## config.mk

```make
export PLATFORM = sky130hd
export DESIGN_NAME = vexec_seq
export DESIGN_NICKNAME = d
export VERILOG_FILES = /design/src/rtl/vexec_seq.sv
export SDC_FILE = /design/constraint.sdc
export NUM_CORES = 1
export LEC_CHECK = 0
export ABC_AREA = 1
export BUFFER_PORTS_ARGS = -buffer_cell sky130_fd_sc_hd__buf_2
export CORE_AREA = 4 4 374 376
export CTS_BUF_LIST = sky130_fd_sc_hd__clkbuf_16
export DETAILED_ROUTE_END_ITERATION = 8
export DIE_AREA = 0 0 378 380
export HOLD_SLACK_MARGIN = 0.1
export MAX_ROUTING_LAYER = met4
export SLEW_MARGIN = 20
export SYNTH_ARGS = -nofsm -noshare
export SYNTH_HDL_FRONTEND = slang
export SYNTH_SLANG_ARGS = --single-unit
```

## constraint.sdc

```tcl
create_clock -name i_clk -period 8.3 [get_ports i_clk]
set_input_delay 0.83 -clock i_clk [delete_from_list [all_inputs] [get_ports i_clk]]
set_output_delay 0.83 -clock i_clk [all_outputs]
set_load 0.02 [all_outputs]
```

## src/rtl/vexec_seq.sv

```systemverilog
// Vector execution sequencer: accepts one vector instruction at a time and
// steps through the N-register group, reading sources, feeding the ALU and
// issuing one registered write per group member (tail elements undisturbed).
module vexec_seq #(
  parameter int VLEN = 128
) (
  input  logic                     i_clk,
  input  logic                     i_rst,
  input  logic                     i_valid,
  output logic                     o_ready,
  input  logic [2:0]               i_sew,
  input  logic [5:0]               i_ctrl,
  input  logic [1:0]               i_lmul,
  input  logic [4:0]               i_vs1,
  input  logic [4:0]               i_vs2,
  input  logic [4:0]               i_vd,
  input  logic [$clog2(VLEN):0]    i_vl,
  output logic [4:0]               o_rf_ra1,
  output logic [4:0]               o_rf_ra2,
  output logic [4:0]               o_rf_ra3,
  input  logic [VLEN-1:0]          i_rf_rd1,
  input  logic [VLEN-1:0]          i_rf_rd2,
  input  logic [VLEN-1:0]          i_rf_rd3,
  output logic [2:0]               o_alu_sew,
  output logic [5:0]               o_alu_ctrl,
  output logic [VLEN-1:0]          o_alu_a,
  output logic [VLEN-1:0]          o_alu_b,
  input  logic [VLEN-1:0]          i_alu_result,
  output logic                     o_rf_we,
  output logic [4:0]               o_rf_wa,
  output logic [VLEN-1:0]          o_rf_wd,
  output logic                     o_busy,
  output logic                     o_done,
  output logic                     o_illegal
);

  localparam int VLW = $clog2(VLEN) + 1;
  localparam int EB  = VLEN / 8;
  localparam int KSH = $clog2(VLEN / 8);

  typedef enum logic [1:0] {
    IDLE,
    RUN,
    DRAIN
  } state_t;

  state_t           r_state;
  logic [2:0]       r_k;
  logic [2:0]       r_sew;
  logic [5:0]       r_ctrl;
  logic [1:0]       r_lmul;
  logic [4:0]       r_vs1;
  logic [4:0]       r_vs2;
  logic [4:0]       r_vd;
  logic [VLW-1:0]   r_vl;
  logic             r_we;
  logic [4:0]       r_wa;
  logic [VLEN-1:0]  r_wd;
  logic             r_done;
  logic             r_ill;
  logic             r_busy;
  logic             r_ready;

  logic [VLW-1:0]   w_vlmax;
  logic [VLW-1:0]   w_vl_eff;
  logic [2:0]       w_kmax;
  logic [VLW-1:0]   w_kbase;
  logic             w_run;
  logic [EB-1:0]    w_bsel;
  logic [VLEN-1:0]  w_wd;

  // VLMAX = N * VLEN / (8<<sew), evaluated on the incoming instruction
  assign w_vlmax  = VLW'((VLEN / 8) >> i_sew) << i_lmul;
  assign w_vl_eff = (i_vl > w_vlmax) ? w_vlmax : i_vl;
  // N-1; for N=8 the 3-bit shift wraps to 0 and the subtract yields 7
  assign w_kmax   = (3'd1 << r_lmul) - 3'd1;
  // first global byte index of member k
  assign w_kbase  = VLW'(r_k) << KSH;
  assign w_run    = (r_state == RUN);

  // Byte-granular tail mask: element index of byte b is (kbase+b)>>sew
  for (genvar b = 0; b < EB; b++) begin : g_byte
    assign w_bsel[b]       = ((w_kbase + VLW'(b)) >> r_sew) < r_vl;
    assign w_wd[8*b +: 8]  = w_bsel[b] ? i_alu_result[8*b +: 8] : i_rf_rd3[8*b +: 8];
  end

  assign o_rf_ra1   = w_run ? r_vs1 + {2'b00, r_k} : '0;
  assign o_rf_ra2   = w_run ? r_vs2 + {2'b00, r_k} : '0;
  assign o_rf_ra3   = w_run ? r_vd  + {2'b00, r_k} : '0;
  assign o_alu_a    = w_run ? i_rf_rd2 : '0;
  assign o_alu_b    = w_run ? i_rf_rd1 : '0;
  assign o_alu_sew  = r_sew;
  assign o_alu_ctrl = r_ctrl;
  assign o_rf_we    = r_we;
  assign o_rf_wa    = r_wa;
  assign o_rf_wd    = r_wd;
  assign o_busy     = r_busy;
  assign o_done     = r_done;
  assign o_illegal  = r_ill;
  assign o_ready    = r_ready;

  // Sequencer FSM with registered write stage and status outputs
  always_ff @(posedge i_clk or posedge i_rst) begin
    if (i_rst) begin
      r_state <= IDLE;
      r_k     <= '0;
      r_sew   <= '0;
      r_ctrl  <= '0;
      r_lmul  <= '0;
      r_vs1   <= '0;
      r_vs2   <= '0;
      r_vd    <= '0;
      r_vl    <= '0;
      r_we    <= 1'b0;
      r_wa    <= '0;
      r_wd    <= '0;
      r_done  <= 1'b0;
      r_ill   <= 1'b0;
      r_busy  <= 1'b0;
      r_ready <= 1'b1;
    end else begin
      case (r_state)
        IDLE: begin
          r_we <= 1'b0;
          if (i_valid) begin
            r_sew   <= i_sew;
            r_ctrl  <= i_ctrl;
            r_lmul  <= i_lmul;
            r_vs1   <= i_vs1;
            r_vs2   <= i_vs2;
            r_vd    <= i_vd;
            r_vl    <= w_vl_eff;
            r_k     <= '0;
            r_ready <= 1'b0;
            r_busy  <= 1'b1;
            if (i_sew > 3'd3) begin
              r_state <= DRAIN;
              r_done  <= 1'b1;
              r_ill   <= 1'b1;
            end else if (i_vl == '0) begin
              r_state <= DRAIN;
              r_done  <= 1'b1;
            end else begin
              r_state <= RUN;
            end
          end
        end
        RUN: begin
          r_we <= 1'b1;
          r_wa <= r_vd + {2'b00, r_k};
          r_wd <= w_wd;
          r_k  <= r_k + 3'd1;
          if (r_k == w_kmax) begin
            r_state <= DRAIN;
            r_done  <= 1'b1;
          end
        end
        DRAIN: begin
          r_state <= IDLE;
          r_we    <= 1'b0;
          r_k     <= '0;
          r_done  <= 1'b0;
          r_ill   <= 1'b0;
          r_busy  <= 1'b0;
          r_ready <= 1'b1;
        end
        default: begin
          r_state <= IDLE;
          r_we    <= 1'b0;
          r_done  <= 1'b0;
          r_ill   <= 1'b0;
          r_busy  <= 1'b0;
          r_ready <= 1'b1;
        end
      endcase
    end
  end

endmodule
```

==> run metrics <==
status=completed; H-tree depth=4; worst setup path start=r_state[0]; critical path buffer and inverter count=4; RSZ-0062 raised after global routing=no; Clock Pin Slew Worst Setup and Hold Paths=0.08 ns; post-synthesis register bit count=around 180; CTS Sinks=177; VDD IR-drop max=0.218 mV; top cells by area, synth=dfrtp_1, nand2_1, inv_1; critical path class=register to output pin; crit path capture=o_alu_a[40]; largest net degree at the start of global routing=157; GRT overflow=0; Syn Nets=2770; CTS tree=done; CP Launch Type=register; Post-synth EDFFs=0; Die X=around 380 um; Root Driver=clkbuf_16; Boundary Pins=967; CP cell instances=inv_1 -> nor2_4 -> inv_8 -> buf_4 -> nor2_1 -> buf_2; post-layout util=roughly 15%; Detail Route Antenna Nets=0; Iteration-0 DRC Markers=1057; gr usage total=15.2%; Register-to-Register Path Depth=14; Yosys Warn Count=0; worst min path class=input pin to async pin; critical path's top delay family=buffers and inverters; DRC errors left=0; flop2flop setup slack=4.45 ns; leak pwr=13.2 nW; Unique masters post-synth=39; # port buffers=between 900 and 1000; Worst Tran Pin Value=0.997 ns; DR WL/cell=about 22 um; CP Data Arrival Time=3.08 ns; Post-CTS Hold Buffers=0; combinational share of power=just over 70%; syn avg cell area=6.13 um2; Rel. slew slack=between 30% and 40%; antenna violations before repair=74; sw frac=61.4%; Post-synth ARST share=100%; nets=3672; CTS max path bufs=2; Final min period=3.91 ns; Initial Utilization=about a tenth; Commonest cells post-synth=nand2_1, inv_1, nor2_1; Yosys top cell by area=dfrtp_1; gpl congestion=between 1 and 1.5; Die Y=380 um; first drt pass iteration count=5; final wirelength=110000 um; post-cts resize count=0; most common flop cell mapped by yosys=dfrtp_1; Clock Power Share=a little over a tenth; r2r endpoint=o_rf_wd[56]; Pwr per Cell Area=424 nW/um2; Reg2Reg Launch Point=o_alu_sew[1]; Pins Over Slew Limit=0; most numerous cell in the Yosys netlist=nand2_1; Clock Latency Late Sink=0.54 ns; register area share after synthesis=33.2%; Vias/cell=3.51; switching pwr=0.00542 W; Final setup viols=0; Stages on worst setup path=6; final clock skew=about 0.024 ns; Synth top area share=33.0%; Crit Path Max Fanout=~120; post-CTS setup repair buffer count=0; first-pass GRT wire length=144000 um; row cnt=around 140; Cell Int Power=about 0.0034 W; Die ar.=144000 um2; Final Hold Viols=0; sequential power share=18.3%; layout cells sized above 1=roughly a third; total CTS buffers=17; Max Fclk=256 MHz; Worst setup EP type=output pin; Post-Syn Area=13300 um2; Worst path max stage delay=0.68 ns; CP max stage cell=buf_4; max cap viols=0; final period utilization=around 47%; DR vias=approximately 17000; Mapped Cells=2175; TNS Setup=0 ns; CP required=7.47 ns; P&R area growth vs syn=55.9%; vias in the first global route=16900; DP HPWL=95100 um; core outline area=137000 um2; FILL cells=between 15000 and 20000
[power by group through the flow]
stage | logic (W) | clock network [W] | registers, W
after global routing | 0.00698 | 0.00102 | 0.00167
final | 0.00627 | 0.000936 | 0.00162
after detailed placement | 0.00644 | 0 | 0.00162
after global placement | 0.00636 | 0 | 0.00162
after CTS | 0.00645 | 0.000991 | 0.00162
after floorplan | 0.00342 | 0 | 0.00197
[worst register-to-register path, stage by stage, from the launching register on]
cell and delay [ns]:
dfrtp_1 0.61, inv_2 0.30, nand3_2 0.16, nand2_1 0.11, nor2_1 0.05, ha_1 0.20, a21oi_1 0.13, nor2_1 0.08
a21oi_4 0.50, buf_4 0.51, buf_4 0.57, nand2_4 0.29, nand2_1 0.11, nand3_1 0.07, nand2_1 0.11
[flip-flops by register name, summed over array words and instances (netlist names), 2 cells and up]
register and count:
r_vs2 5, r_vs1 5, o_alu_ctrl 6, r_vd 5
r_lmul 2, o_alu_sew 3, r_state 2, r_vl 8
r_k 3, o_rf_wd 128, o_rf_wa 5
[layout by cell type (no fill, tap or decap), types with 17 or more instances in the layout]
cell type / Yosys / routed
nand3_1: 250 / 250
buf_2: 34 / 966
nand2_1: 579 / 579
inv_1: 552 / 551
nor2_1: 293 / 292
diode_2: 0 / 44
a21oi_1: 35 / 35
dfrtp_1: 176 / 176
o21ai_0: 56 / 56
nand2_4: 25 / 25
ha_1: 43 / 43
clkbuf_16: 0 / 17
[layer usage]
| layer | vias to the layer above | GRT usage (%) | part of all wire (%) |
|---|---|---|---|
| met2 | 821 | 23.7 | 46 |
| met5 | - | - | 0 |
| met4 | 0 | 5.38 | 3.0 |
| li1 | 8230 | - | - |
| met3 | 82 | 5.62 | 10 |
| met1 | 8174 | 18.0 | 41 |
[cell families after synthesis]
group	after synthesis	share of synthesized area, %
adders and majority gates	46	4.48
and+or+nand+nor	1193	38.7
buffers and inverters	650	19.3
DFF	177	33.2
xor gates and xnor gates	2	0.131
muxes	1	0.0751
AOI/OAI and AO/OA	106	4.15
[worst min-delay path by stage]
stage	startpoint	to	slack [ns]	cells past startpoint
after floorplan	r_vd[0]	r_vd[0]	0.45	2
after global placement	o_rf_wd[102]	o_rf_wd[102]	0.46	2
after detailed placement	o_rf_wd[60]	o_rf_wd[60]	0.46	2
after CTS	i_rst	o_rf_wd[101]	0.31	2
after global routing	i_rst	o_rf_wd[66]	0.37	2
final	i_rst	o_rf_wd[66]	0.35	2
[stage by stage]
step / area [um2] / setup slack [ns] / hold slack (ns) / instances / power, W
after global placement: 20100 / 4.46 / 0.460 / 4852 / 0.00798
after detailed placement: 20100 / 4.37 / 0.459 / 4852 / 0.00806
after global routing: 20800 / 4.02 / 0.367 / 4918 / 0.00968
after CTS: 20700 / 4.35 / 0.310 / 4884 / 0.00906
after floorplan: 13300 / 2.67 / 0.453 / 2175 / 0.00539
final: 20800 / 4.39 / 0.350 / 4928 / 0.00882
[final cells by class]
type / count / area, um2 / area share, %
antenna: 44 / 110 / 0.529
clock buffer: 17 / 425 / 2.05
clock inverter: 15 / 199 / 0.957
inverter: 557 / 2110 / 10.2
multi-input combinational: 1348 / 6350 / 30.5
sequential: 177 / 4430 / 21.3
tap: 1794 / 2240 / 10.8
timing repair buffer: 976 / 4920 / 23.7
(Power assumes the default switching activity.)
